[config.mk]
export PLATFORM = sky130hd
export DESIGN_NAME = ysyx_25020047_lsu
export DESIGN_NICKNAME = d
export VERILOG_FILES = /design/src/rtl/ysyx_25020047_lsu.sv
export SDC_FILE = /design/constraint.sdc
export NUM_CORES = 1
export LEC_CHECK = 0
export CELL_PAD_IN_SITES_DETAIL_PLACEMENT = 1
export CELL_PAD_IN_SITES_GLOBAL_PLACEMENT = 1
export CORE_ASPECT_RATIO = 0.75
export CORE_MARGIN = 2
export CORE_UTILIZATION = 30
export CTS_BUF_LIST = sky130_fd_sc_hd__clkbuf_8
export DETAILED_ROUTE_END_ITERATION = 10
export PLACE_DENSITY = 0.76
export REMOVE_ABC_BUFFERS = 1
export SYNTH_ARGS = -nofsm -noshare
export SYNTH_HDL_FRONTEND = slang
export SYNTH_SLANG_ARGS = --single-unit
[constraint.sdc]
create_clock -name clk -period 2.5 [get_ports clk]
set_clock_uncertainty 0.15 [all_clocks]
set_input_delay 0.25 -clock clk [delete_from_list [all_inputs] [get_ports clk]]
set_output_delay 0.25 -clock clk [all_outputs]
set_load 0.05 [all_outputs]
[src/rtl/ysyx_25020047_lsu.sv]
// Load/store unit: takes one EXU result at a time, runs a single memory access and hands the result to WBU.
// Optional build macro YSYX_25020047_LSU_ALIGN_CHK_EN rejects misaligned word accesses instead of issuing them.
module ysyx_25020047_lsu #(
    parameter int TIMEOUT = 255
) (
    input  logic        clk,
    input  logic        rst_n,
    input  logic        in_valid,
    output logic        in_ready,
    input  logic [31:0] in_addr,
    input  logic [31:0] in_wdata,
    input  logic        in_read,
    input  logic        in_write,
    input  logic        in_reg_wen,
    input  logic        in_byte,
    output logic        mem_req_valid,
    input  logic        mem_req_ready,
    output logic [31:0] mem_addr,
    output logic        mem_wen,
    output logic [31:0] mem_wdata,
    output logic [3:0]  mem_wmask,
    input  logic        mem_rsp_valid,
    input  logic [31:0] mem_rdata,
    output logic        out_valid,
    input  logic        out_ready,
    output logic [31:0] out_data,
    output logic        out_wen,
    output logic        out_err
);
    // state | meaning
    // IDLE  | waiting for an EXU result
    // REQ   | memory request presented, waiting for mem_req_ready
    // WAIT  | request accepted, waiting for response or timeout
    // DONE  | result presented to WBU, waiting for out_ready
    localparam logic [1:0] IDLE = 2'd0;
    localparam logic [1:0] REQ  = 2'd1;
    localparam logic [1:0] WAIT = 2'd2;
    localparam logic [1:0] DONE = 2'd3;

    // WAIT counter counts down from TIMEOUT-1; terminal count 0 means the last allowed cycle
    localparam logic [15:0] TO_LOAD = 16'(TIMEOUT - 1);

    logic [1:0]  state_q, state_d;
    logic [31:0] addr_q, addr_d;
    logic [31:0] wdata_q, wdata_d;
    logic        read_q, read_d;
    logic        write_q, write_d;
    logic        reg_wen_q, reg_wen_d;
    logic        byte_q, byte_d;
    logic [15:0] cnt_q, cnt_d;
    logic [31:0] out_data_q, out_data_d;
    logic        out_wen_q, out_wen_d;
    logic        out_err_q, out_err_d;
    logic        misaligned;
    logic [7:0]  rd_byte;

`ifdef YSYX_25020047_LSU_ALIGN_CHK_EN
    assign misaligned = ~in_byte & (in_read ^ in_write) & (in_addr[1:0] != 2'b00);
`else
    assign misaligned = 1'b0;
`endif

    always_comb begin
        rd_byte = mem_rdata[7:0];
        case (addr_q[1:0])
            2'd1:    rd_byte = mem_rdata[15:8];
            2'd2:    rd_byte = mem_rdata[23:16];
            2'd3:    rd_byte = mem_rdata[31:24];
            default: rd_byte = mem_rdata[7:0];
        endcase
    end

    always_comb begin
        state_d    = state_q;
        addr_d     = addr_q;
        wdata_d    = wdata_q;
        read_d     = read_q;
        write_d    = write_q;
        reg_wen_d  = reg_wen_q;
        byte_d     = byte_q;
        cnt_d      = cnt_q;
        out_data_d = out_data_q;
        out_wen_d  = out_wen_q;
        out_err_d  = out_err_q;
        case (state_q)
            IDLE: begin
                if (in_valid) begin
                    addr_d    = in_addr;
                    wdata_d   = in_wdata;
                    read_d    = in_read;
                    write_d   = in_write;
                    reg_wen_d = in_reg_wen;
                    byte_d    = in_byte;
                    out_err_d = 1'b0;
                    if ((in_read & in_write) | misaligned) begin
                        out_data_d = 32'h0;
                        out_wen_d  = 1'b0;
                        out_err_d  = 1'b1;
                        state_d    = DONE;
                    end else if (in_read | in_write) begin
                        state_d = REQ;
                    end else begin
                        out_data_d = in_addr;
                        out_wen_d  = in_reg_wen;
                        state_d    = DONE;
                    end
                end
            end
            REQ: begin
                if (mem_req_ready) begin
                    cnt_d   = TO_LOAD;
                    state_d = WAIT;
                end
            end
            WAIT: begin
                if (mem_rsp_valid) begin
                    if (read_q) out_data_d = byte_q ? {24'h0, rd_byte} : mem_rdata;
                    else        out_data_d = 32'h0;
                    out_wen_d = reg_wen_q & read_q;
                    state_d   = DONE;
                end else if (cnt_q == 16'h0) begin
                    out_wen_d = 1'b0;
                    out_err_d = 1'b1;
                    state_d   = DONE;
                end else begin
                    cnt_d = cnt_q - 16'h1;
                end
            end
            default: begin
                if (out_ready) state_d = IDLE;
            end
        endcase
    end

    always_ff @(posedge clk) begin
        if (!rst_n) begin
            state_q    <= IDLE;
            addr_q     <= 32'h0;
            wdata_q    <= 32'h0;
            read_q     <= 1'b0;
            write_q    <= 1'b0;
            reg_wen_q  <= 1'b0;
            byte_q     <= 1'b0;
            cnt_q      <= 16'h0;
            out_data_q <= 32'h0;
            out_wen_q  <= 1'b0;
            out_err_q  <= 1'b0;
        end else begin
            state_q    <= state_d;
            addr_q     <= addr_d;
            wdata_q    <= wdata_d;
            read_q     <= read_d;
            write_q    <= write_d;
            reg_wen_q  <= reg_wen_d;
            byte_q     <= byte_d;
            cnt_q      <= cnt_d;
            out_data_q <= out_data_d;
            out_wen_q  <= out_wen_d;
            out_err_q  <= out_err_d;
        end
    end

    assign in_ready      = (state_q == IDLE);
    assign mem_req_valid = (state_q == REQ);
    assign out_valid     = (state_q == DONE);
    assign mem_addr      = {addr_q[31:2], 2'b00};
    assign mem_wen       = write_q;
    assign mem_wdata     = byte_q ? {4{wdata_q[7:0]}} : wdata_q;
    assign mem_wmask     = !write_q ? 4'h0 : (byte_q ? (4'b0001 << addr_q[1:0]) : 4'hF);
    assign out_data      = out_data_q;
    assign out_wen       = out_wen_q;
    assign out_err       = out_err_q;
endmodule
==> qor.yml <==
timing:
  final.min_clock_period_ns: 2.29
  rsz0062_at_grt: "false"
  finalCritPeriodShare_pct: 91.8
  report.final.slew_viol_count: 0
  max_freq_mhz: 436
  setup_viol: 0
  worst_pin_slew_ns: 0.559
  fin_setup_tns_ns: 0
  slew_headroom_pct: 62.6
  hold_violations: 0
  timing.final.ws_setup_ns: 0.206
worst_setup_path:
  reg2reg_to: "cnt_q[8]"
  worstReg2RegStart: "state_q[0]"
  crit_required_ns: 2.10
  r2r_slack_ns: 0.21
  path_class: "register to output pin"
  worstPathCellList: "inv_1 > ha_1 > clkdlybuf4s50_1"
  crit_buf_inv: 2
  crit_path_start_kind: "register"
  critPathCaptureType: "output pin"
  crit_path_max_incr_delay_ns: 0.82
  crit_arrival_ns: 1.89
  crit_path_max_fanout: 4
  cpMaxStageDelayCell: "clkdlybuf4s50_1"
  crit_family: "buffers and inverters"
  rr_worst_depth: 6
yosys:
  synthFlopType: "dfxtp_1"
  synth_area_sq_mm: 0.00577
  yosys_register_bits: 120
  syn_avg_cell_area_sq_um: 7.92
  synth_cell_types: 56
  yosys.area.top_type: "dfxtp_1"
  async_reset_ff_share_pct: 0
  yosys_warnings: 0
  yosys-top-cells-area: "dfxtp_1 (42%), nand2_1 (10%), a21boi_0 (6.2%)"
  yosysTopAreaCellShare_pct: 41.6
  synth-edff-count: 0
  synth_seq_area_share_pct: 41.6
  ys_top_cells_by_count: "nand2_1 (155), dfxtp_1 (120), a21oi_1 (59)"
  syn-instance-count: 729
  synth.most_common_cell: "nand2_1"
global_route:
  antenna_found_initial: 0
  grt_remaining_overflow: 0
  grt_max_degree: 70
  grt_usage_pct: 20.1
  grt_pass1_vias: 5649
  grt_pass1_wl_microns: 31300
routing:
  drt_wl_total_microns: 20100
  firstDrtPassIters: 4
  vias_per_cell: 4.88
  ant_nets: 0
  drc_errors: 0
  drtIter0Drc: 301
  num_vias: 5588
  met2_length_microns: 8930
  top_layer_used: "met4"
  avgRoutedWirePerCell_microns: 17.5
  met1_length_microns: 9290
  route.met3.wl_microns: 1610
clocking:
  cts_tree: "done"
  cts_max_level: 4
  insertion_delay_ns: 0.45
  clockRootBuffer: "clkbuf_8"
  cts_buffer_depth: 2
  post-cts-setup-buffer-count: 0
  cts_buffers: 17
  path_clk_slew_ns: 0.07
  cts_num_sinks: 120
layout:
  drive_gt1_share_pct: 10.0
  stdcell_count: 1146
  diodes: 0
  nNetsFinal: 999
  nFillCells: 2194
  fin_area_sq_mm: 0.00853
  syn_to_final_growth_pct: 47.7
worst_hold_path:
  hold_depth: 3
  hold_end: "wdata_q[12]"
  min_path_type: "input pin to register"
  hold_start: "in_wdata[12]"
pwr:
  vdd_drop_max_v: 0.000951
  total_power_uw: 10100
  p_per_area_mw_per_mm2: 1180
  power.leakage_uw: 0.00312
place:
  port_buffers: 209
  place_congestion: 0.802
  placedInstanceArea_sq_mm: 0.00814
  dp_slack_ns: 0.112
  dp_hpwl_microns: 14200
  place_inst: 1113
floorplanning:
  core_sq_mm: 0.0187
  boundaryPins: 212
  die_w_microns: 164
  rows: 43
  die_h_microns: 124
  start_util_pct: 30.9
  die-area_sq_mm: 0.0204
run:
  max-cap-violations: 0
run_status:
  outcome: "complete, no violations"
-- where the power goes --
group          total [uW]  internal (uW)  switching [uW]
Clock                1670            826             848
Sequential           2830           2460             367
Combinational        5580           2010            3570
Total               10100           5290            4780
-- cells by family (layout without fill, tap and decap cells) --
family,Yosys count,after routing,share of synthesized area [%]
other,1,2,0.0650
AND/OR/NAND/NOR,239,239,18.2
multiplexers,10,10,1.73
AO/OA/AOI/OAI,221,221,24.6
adder cells (fa/ha/maj),7,7,1.52
XOR/XNOR,9,9,1.37
buffers and inverters,122,291,10.9
flip-flops,120,120,41.6
-- through the flow --
stage / utilization, % / hold WS, ns
5_1_grt: 45.7 / 0.189
2_1_floorplan: - / 0.217
6_report: 45.7 / 0.209
3_5_place_dp: 43.6 / 0.297
4_1_cts: 45.6 / 0.177
3_3_place_gp: 43.6 / 0.293
-- sequential cells by signal, summed over array words and instances (netlist names) --
| signal | flops |
|---|---|
| addr_q | 32 |
| byte_q | 1 |
| cnt_q | 16 |
| mem_wen | 1 |
| out_data | 32 |
| out_err | 1 |
| out_wen | 1 |
| read_q | 1 |
| reg_wen_q | 1 |
| state_q | 2 |
| wdata_q | 32 |
-- cells in the final DEF, fill, tap and decap left out, types with 7 or more instances in the layout --
cell	instances
dfxtp_1	119
clkbuf_8	19
nor2_1	36
a21oi_1	59
a211oi_1	24
buf_4	13
inv_1	32
a22oi_1	24
ha_1	7
nand3_1	7
buf_12	32
a21boi_0	48
nand2_1	154
o2bb2ai_1	8
clkdlybuf4s50_1	179
mux2i_1	10
o21ai_0	45
-- how the worst max path moves through the flow --
stage / startpoint / slack, ns / endpoint / cells after the start
floorplan: state_q[0] / -1.08 / out_data[0] / 6
global placement: in_read / 0.23 / out_data[29] / 7
detailed placement: in_write / 0.11 / out_data[31] / 7
CTS: state_q[0] / 0.006 / in_ready / 3
global route: state_q[0] / 0.06 / cnt_q[8] / 6
finish: state_q[1] / 0.21 / mem_req_valid / 3
-- worst reg2reg max path, delay by kind of cell, from the launching register on --
| kind | cells | cell delay, ns |
|---|---|---|
| fa+ha+maj | 1 | 0.39 |
| compound gates | 1 | 0.51 |
| simple gates | 2 | 0.48 |
| mux | 1 | 0.23 |
| buf+inv | 1 | 0.08 |
| flops | 1 | 0.38 |
-- timing repair --
action / in CTS / in global routing
endpoints found under the hold margin: 4 / 0
hold buffers: 1 / 0
cloned: 0 / 0
resized for setup: 1 / 3
setup endpoints to repair: 1 / 3
-- area by class of cell --
type	instances	area [sq um]	area share [%]
multi-input combinational	488	2770	32.5
timing repair buffer	227	2560	30.0
sequential	120	2400	28.2
tap	247	309	3.62
clock buffer	19	262	3.07
inverter	32	120	1.41
clock inverter	13	105	1.23
-- layer usage --
metal  vias to the layer above  track usage [%]
li1                       2761                -
met1                      2633             26.3
met2                       174             32.3
met3                        20             6.46
met4                         0             4.82
met5                         -                0
Power figures use the tool's default switching activity.
